## config.mk

```make
export PLATFORM = sky130hd
export DESIGN_NAME = rda_sequencer
export DESIGN_NICKNAME = d
export VERILOG_FILES = /design/src/rtl/rda_sequencer.sv
export SDC_FILE = /design/constraint.sdc
export NUM_CORES = 1
export LEC_CHECK = 0
export ABC_AREA = 1
export CAP_MARGIN = 25
export CORE_UTILIZATION = 50
export DETAILED_ROUTE_END_ITERATION = 8
export HOLD_SLACK_MARGIN = 0.06
export MAX_ROUTING_LAYER = met4
export PLACE_DENSITY = 0.76
export SYNTH_ARGS = -nofsm -noshare
export SYNTH_HDL_FRONTEND = slang
export SYNTH_SLANG_ARGS = --single-unit
```

## constraint.sdc

```tcl
create_clock -name clk -period 1.35 [get_ports clk]
set_clock_uncertainty 0.05 [all_clocks]
set_input_delay 0.405 -clock clk [delete_from_list [all_inputs] [get_ports clk]]
set_output_delay 0.405 -clock clk [all_outputs]
set_load 0.01 [all_outputs]
```

## src/rtl/rda_sequencer.sv

```systemverilog
// Multi-cycle recursive-doubling adder: classify, log-depth star combine, sum resolve.
// Optional RDA_EARLY_EXIT_EN: leave ITER as soon as no propagate status remains.
module rda_sequencer #(
  parameter int unsigned WIDTH = 8
) (
  input  logic             clk,
  input  logic             rst,
  input  logic             start,
  input  logic [WIDTH-1:0] a,
  input  logic [WIDTH-1:0] b,
  input  logic             cin,
  output logic             busy,
  output logic             done,
  output logic [WIDTH-1:0] sum,
  output logic             cout
);

  localparam int unsigned STAGES = $clog2(WIDTH) + 1;
  localparam int unsigned KW     = $clog2(STAGES);

  localparam logic [1:0] StatK = 2'b00;
  localparam logic [1:0] StatP = 2'b01;
  localparam logic [1:0] StatG = 2'b11;

  typedef enum logic [1:0] {StIdle, StIter, StDone} state_e;

  state_e               r_state, w_state_next;
  logic [KW-1:0]        r_k;
  logic [WIDTH:0][1:0]  r_st, w_st_init, w_st_next, w_st_res;
  logic [WIDTH-1:0]     r_a, r_b, r_sum, w_carry;
  logic                 r_cout;
  logic                 w_any_p, w_res_any_p, w_last, w_exit;

  function automatic logic [1:0] star(input logic [1:0] hi, input logic [1:0] lo);
    return (hi == StatP) ? lo : hi;
  endfunction

  always_comb begin
    w_st_init[0] = cin ? StatG : StatK;
    for (int i = 0; i < WIDTH; i++) begin
      unique case ({a[i], b[i]})
        2'b00:   w_st_init[i+1] = StatK;
        2'b11:   w_st_init[i+1] = StatG;
        default: w_st_init[i+1] = StatP;
      endcase
    end
  end

  // One doubling stage; every read uses the pre-update bank.
  always_comb begin
    w_st_next = r_st;
    for (int s = 0; s < STAGES; s++) begin
      if (r_k == KW'(s)) begin
        for (int j = (1 << s); j <= WIDTH; j++) begin
          w_st_next[j] = star(r_st[j], r_st[j - (1 << s)]);
        end
      end
    end
  end

  always_comb begin
    w_any_p = 1'b0;
    for (int j = 0; j <= WIDTH; j++) begin
      if (r_st[j] == StatP) w_any_p = 1'b1;
    end
  end

  always_comb begin
    w_last = (r_k == KW'(STAGES - 1));
`ifdef RDA_EARLY_EXIT_EN
    w_exit = !w_any_p;
`else
    w_exit = 1'b0;
`endif
    w_st_res = w_exit ? r_st : w_st_next;
    w_res_any_p = 1'b0;
    for (int j = 0; j <= WIDTH; j++) begin
      if (w_st_res[j] == StatP) w_res_any_p = 1'b1;
    end
    for (int i = 0; i < WIDTH; i++) begin
      w_carry[i] = w_st_res[i][1];
    end
  end

  always_comb begin
    w_state_next = r_state;
    unique case (r_state)
      StIdle:  if (start) w_state_next = StIter;
      StIter:  if (w_exit || w_last) w_state_next = StDone;
      StDone:  w_state_next = StIdle;
      default: w_state_next = StIdle;
    endcase
  end

  always_ff @(posedge clk) begin
    if (rst) r_state <= StIdle;
    else     r_state <= w_state_next;
  end

  always_ff @(posedge clk) begin
    if (rst) begin
      r_k    <= '0;
      r_st   <= '0;
      r_a    <= '0;
      r_b    <= '0;
      r_sum  <= '0;
      r_cout <= 1'b0;
    end else begin
      unique case (r_state)
        StIdle: begin
          if (start) begin
            r_a    <= a;
            r_b    <= b;
            r_st   <= w_st_init;
            r_k    <= '0;
            r_sum  <= '0;
            r_cout <= 1'b0;
          end
        end
        StIter: begin
          if (w_exit || w_last) begin
            r_st   <= w_st_res;
            r_sum  <= r_a ^ r_b ^ w_carry;
            r_cout <= w_st_res[WIDTH][1];
          end else begin
            r_st <= w_st_next;
            r_k  <= r_k + 1'b1;
          end
        end
        default: ;
      endcase
    end
  end

  // A propagate surviving the final stage means the doubling schedule is broken.
  always_ff @(posedge clk) begin
    if (!rst && r_state == StIter && (w_exit || w_last)) begin
      assert (!w_res_any_p);
    end
  end

  assign busy = (r_state != StIdle);
  assign done = (r_state == StDone);
  assign sum  = r_sum;
  assign cout = r_cout;

endmodule
```

# [After elaboration in Yosys (flattened, before gate mapping)]
# Cells that the tools add are included.
[totals] ff_bits=47 inputBits=20 out_inout_bits=11 elab_cells=137
[op_classes] addsub=1 n_eq_ne=36 muxes=48 bitwise_logic=3 n_reduce_logical=26
[op_table] operator="$mux W2" count=27
[op_table] operator="$pmux W2 S2" count=10
[op_table] operator="$pmux W18 S2" count=1
[op_table] operator="$reduce_and A4 Y1" count=8
[op_table] operator="$ne A2 B2 Y1 const B" count=12
[op_table] operator="$eq A2 B2 Y1 const B" count=11
[op_table] operator="$eq A2 B1 Y1 const B" count=10
[op_table] operator="$logic_not A2 Y1" count=10
[op_table] operator="$mux W18" count=1
[op_table] operator="$mux W16" count=1
[op_table] operator="$mux W8" count=2
[op_table] operator="$pmux W8 S2" count=1
[op_table] operator="$xor A8 B8 Y8" count=2
[op_table] operator="$mux W14" count=1
[op_table] operator="$mux W10" count=1
[op_table] operator="$reduce_and A3 Y1" count=3
[op_table] operator="$reduce_and A2 Y1" count=3
[op_table] operator="$ne A5 B5 Y1 const B" count=1
[op_table] operator="$ne A4 B4 Y1 const B" count=1
[op_table] operator="$reduce_bool A2 Y1" count=2
[op_table] operator="$ne A3 B3 Y1 const B" count=1
[op_table] operator="$add A2 B1 Y2 const B" count=1
[op_table] operator="$mux W1" count=2
[op_table] operator="$pmux W1 S2" count=1
[op_table] operator="$not A1 Y1" count=1

# [Logic depth before layout (Yosys ltp)]
[logic_depth] depth_word=8 depth_mapped=13 mapped_depth_nobuf=12

# [Worst setup path after synthesis]
# No wires, ideal clock.
[synth_path] path_kind="reg-to-reg" start="reg r_k[1]" end="reg r_sum[2] (netlist: sum[2])" setup_time_ns=0.113 arrival_time_ns=1.304 required_ns=1.187 slack_ns=-0.117 stages_incl_launch_ff=11 path_buffers=2 path_cell_list="dfxtp_1 -> inv_1 -> ha_1 -> buf_4 -> inv_4 -> buf_4 -> nand4_1 -> nand3_1 -> nand2_1 -> nand3_1 -> nand2_1"
[synth_via] elab_chain_cells=6
[synth_lines] element="from (decl)" line="28" rtl="logic [KW-1:0] r_k;"
[synth_lines] element="from (signal assigned)" line="127" rtl="r_k <= r_k + 1'b1;"
[synth_lines] element="$logic_not A2 Y1" line="53" rtl="if (r_k == KW'(s)) begin"
[synth_lines] element="$mux W16" line="53"
[synth_lines] element="$mux W14" line="53"
[synth_lines] element="$xor A8 B8 Y8" line="123" rtl="r_sum <= r_a ^ r_b ^ w_carry;"
[synth_lines] element="$mux W8" line="121" rtl="if (w_exit || w_last) begin"
[synth_lines] element="$pmux W8 S2" line="109" rtl="unique case (r_state)"
[synth_lines] element="to (signal assigned)" line="123"
[synth_lines] element="to (decl)" line="30" rtl="logic [WIDTH-1:0] r_a, r_b, r_sum, w_carry;"
# Several ways; a longest one is shown, not always the timed one. The select of a mux whose other input is x is not followed.
# A chain may end at the register's enable or synchronous reset.

# [Worst setup path after layout]
[layout_path] start="reg r_k[0]" end="reg r_st[11] in the netlist's numbering"
[layout_via] elab_chain_cells=5
[layout_lines] element="$logic_not A2 Y1" line="53"
[layout_lines] element="$mux W16" line="53"
[layout_lines] element="$mux W14" line="53"
[layout_lines] element="$mux W10 *" line="53"
[layout_lines] element="$pmux W18 S2 *" line="109"
[layout_lines] element="to (signal assigned)" line="114" rtl="r_st <= w_st_init;"
[layout_lines] element="to (signal assigned)" line="122" rtl="r_st <= w_st_res;"
[layout_lines] element="to (signal assigned)" line="126" rtl="r_st <= w_st_next;"
[layout_lines] element="to (decl)" line="29" rtl="logic [WIDTH:0][1:0] r_st, w_st_init, w_st_next, w_st_res;"
# Every way passes the cells marked *; elsewhere a longest branch is shown, timed or not. The select of a mux whose other input is x is not followed.

==> impl_results.md <==
- Area of the die: 0.005242 sq mm
- Number of hold violations in the final report: 0
- WP depth: 9
- Violations in the final reports: setup timing
- Core Util, Final: 0.7355
- Worst Tran Pin Value: 0.3356 ns
- Crit path max-delay cell type: sky130_fd_sc_hd__dfxtp_4
- Hold Crit Class: flip-flop to flip-flop
- CP Capture Type: flip-flop
- Via count of the first global-routing pass: 2431
- Final Worst Setup Slack: -0.1410 ns
- F_max: 670.7 MHz
- Number of buffers on the longest clock path: 2
- Post-Route Setup TNS: -2.108 ns
- First-pass GRT wire length: 11250 microns
- Overall routed net length: 7330 microns
- Max transition margin: 0.7755
- #FFs+latches synth: 46
- CTS H-tree lvls: 2
- Min-delay src: sum[7]
- Share of synthesized area occupied by flip-flops and latches: 0.3715
- Highest cell delay on the worst timing path: 0.37 ns
- Post-DP HPWL: 4862 microns
- Static Leak: 1.563 nW
- Family with the most delay on the worst path: flip-flops
- Standard cell core area: 0.004755 sq mm
- Total via count in the routed design: 2732
- Largest net degree at the start of global routing: 22
- Boundary pin count: 31
- Ratio of cells with drive above 1 in the final layout: 0.3132
- Port bufs: 30
- Antenna-violating nets left: 0
- Kind of start point of the critical path: flip-flop
- Clock-pin slew on the worst setup and hold paths: 0.08 ns
- Detailed-route DRC error count: 0
- Count of final max-slew check failures: 0
- Post-layout power: 3.493 mW
- Cell Area, Synth: 0.002479 sq mm
- Ys Warns: 0
- Count of antenna diodes in the layout: 0
- Antenna violations before repair: 0
- Buffer type at the clock tree root: sky130_fd_sc_hd__clkbuf_8
- Global Route Usage Sum: 0.2885
- Number of nets in the synthesized netlist: 384
- Areal power density over the cells: 998.8 mW/mm^2
- Hold endpoint: sum[7]
- Die height: 72.41 microns
- Placer Congestion: 0.9433
- Outcome: finished with violations
- Cells on Worst Hold Path: 2
- Peak fanout along the critical path: 6
- Clock tree from TritonCTS: yes
- CTS buffer count: 5
- TritonCTS sink count: 46
- Initial drt markers: 237
- Unrepaired setup endpoints after global routing: true
- Layout Area Growth over Synthesis: 41.09%
- Vias/cell: 5.486
- Fin crit share: 1.104
- Row cnt: 25
- Worst Path Required: 1.48 ns
- DRT Pass-1 Iters: 7
- Number of failing setup endpoints in the final timing report: 26
- Source-to-sink clock delay at the later pin of the worst-skew pair: 0.29 ns
- Worst path buffer plus inverter count: 2
- Netlist cell types: 33
- Number of cells in the design after placement: 483
- Worst flop-to-flop path endpoint: r_st[11]
- Post-synthesis instance total: 360
- Post-layout min period: 1.491 ns
- Leading cell type in the layout, fill and taps excluded: sky130_fd_sc_hd__nand2_1
- Arrival time at the worst endpoint: 1.62 ns
- Worst reg-to-reg setup slack: -0.14 ns
- Grt ovf: 0
- Max rail drop VDD: 0.6542 mV
- Number of cell instances on the worst register-to-register path: 9
- Most used cells in the layout excluding fill and tap cells: sky130_fd_sc_hd__nand2_1, sky130_fd_sc_hd__dfxtp_1, sky130_fd_sc_hd__buf_4
- Layout Nets: 454
- Non-filler cells, final: 498
- Initial cell density of the core: 0.5213
- Type of the worst setup path: flip-flop to flip-flop
- Start of the worst register-to-register path: r_k[0]
- Total of max-cap violations: 0
- Routed wirelength normalized by instance count: 14.72 microns
- # hold bufs at CTS: 0
- Synthesized area divided by synthesized cell count: 6.885 sq um
- Die X: 72.41 microns
- Cell-by-cell listing of the critical path: buf_6, ha_4, buf_6, a21oi_2, nand2_2, nand2_2, nand2_1, nand2_1, a31oi_1
[worst max-delay path by stage]
stage                to  slack [ns]    from
2_1_floorplan    sum[7]       -0.02  r_k[0]
3_3_place_gp   r_st[16]       -0.37   start
3_5_place_dp    r_st[3]       -0.41   start
4_1_cts        r_st[17]       -0.11  r_k[0]
5_1_grt          sum[2]       -0.20  r_k[0]
6_report       r_st[11]       -0.14  r_k[0]
[registers in the layout, indices dropped and copies added (netlist names)]
name,count
r_st,17
r_a,8
r_b,8
sum,8
r_k,2
r_state,2
cout,1
[per-stage QoR]
step                      cell area (sq um)  worst slack (ns)  hold WS (ns)
after floorplan                        2511          -0.01898        0.3979
after global placement                 3162           -0.3671        0.3913
after detailed placement               3162           -0.4056        0.3970
after CTS                              3418           -0.1137        0.4117
after global routing                   3497           -0.1999        0.4212
final                                  3497           -0.1410        0.4078
[area by class of cell]
class	count	area (sq um)
Clock buffer	6	72.57
Clock inverter	2	37.54
Fill cell	358	1257
Inverter	31	128.9
Multi-Input combinational cell	268	1570
Sequential cell	46	928.4
Tap cell	67	83.83
Timing Repair Buffer	77	669.4
Timing Repair inverter	1	6.256
[metal layers]
metal / track usage / share of wire
met1: 0.3600 / 0.42
met2: 0.4569 / 0.47
met3: 0.05556 / 0.075
met4: 0.1198 / 0.032
met5: - / 0
[cells in the mapped netlist]
library cell	n	area, sq um
sky130_fd_sc_hd__nand3b_1	2	15.01
sky130_fd_sc_hd__a31oi_1	7	43.79
sky130_fd_sc_hd__nand2_1	100	375.4
sky130_fd_sc_hd__o21ai_1	8	40.04
sky130_fd_sc_hd__o21ai_0	15	75.07
sky130_fd_sc_hd__nand2_4	2	22.52
sky130_fd_sc_hd__ha_1	4	50.05
sky130_fd_sc_hd__nand4_1	7	43.79
sky130_fd_sc_hd__buf_2	7	35.03
sky130_fd_sc_hd__o31ai_1	1	7.510
sky130_fd_sc_hd__clkbuf_1	3	11.26
sky130_fd_sc_hd__nand3_4	1	17.52
sky130_fd_sc_hd__nor2_2	2	12.51
sky130_fd_sc_hd__a21boi_0	1	7.510
sky130_fd_sc_hd__nor2_8	1	20.02
sky130_fd_sc_hd__a21oi_2	1	8.760
sky130_fd_sc_hd__o211ai_1	4	30.03
sky130_fd_sc_hd__dfxtp_1	46	920.9
sky130_fd_sc_hd__inv_2	5	18.77
sky130_fd_sc_hd__nor2_1	26	97.59
sky130_fd_sc_hd__nor2_4	1	11.26
sky130_fd_sc_hd__buf_6	2	22.52
sky130_fd_sc_hd__xor2_1	6	52.55
sky130_fd_sc_hd__buf_4	3	22.52
sky130_fd_sc_hd__a21oi_1	33	165.2
sky130_fd_sc_hd__inv_1	25	93.84
sky130_fd_sc_hd__nand2_2	2	12.51
sky130_fd_sc_hd__nand3_1	35	175.2
sky130_fd_sc_hd__xnor2_1	4	35.03
sky130_fd_sc_hd__nor3_1	3	15.01
sky130_fd_sc_hd__inv_4	1	6.260
sky130_fd_sc_hd__or2_2	1	6.260
sky130_fd_sc_hd__o21a_1	1	7.510
[worst register-to-register path: cells and delay by family, from the launching register on]
kind / cells / cell delay [ns]
AOI/OAI and AO/OA: 2 / 0.21
buffers and inverters: 2 / 0.28
DFF: 1 / 0.37
and+or+nand+nor: 4 / 0.28
adders and majority gates: 1 / 0.20
[power breakdown]
part	switching (mW)	internal (mW)	leakage, nW
clock	0.461	0.552	0.0514
combinational	0.521	0.434	1.13
sequential	0.0862	1.44	0.379
[logic make-up after synthesis]
family          synth area share
fa+ha+maj                0.02019
compound gates            0.1555
flops                     0.3715
simple gates              0.3327
buf+inv                  0.08481
xor+xnor                 0.03533
[timing repair]
action	in CTS	in global routing
pin swaps	18	15
cloned	1	0
endpoints found under the setup margin	42	38
gates resized for setup	68	35
buffers inserted	3	4
Power figures use the tool's default switching activity.
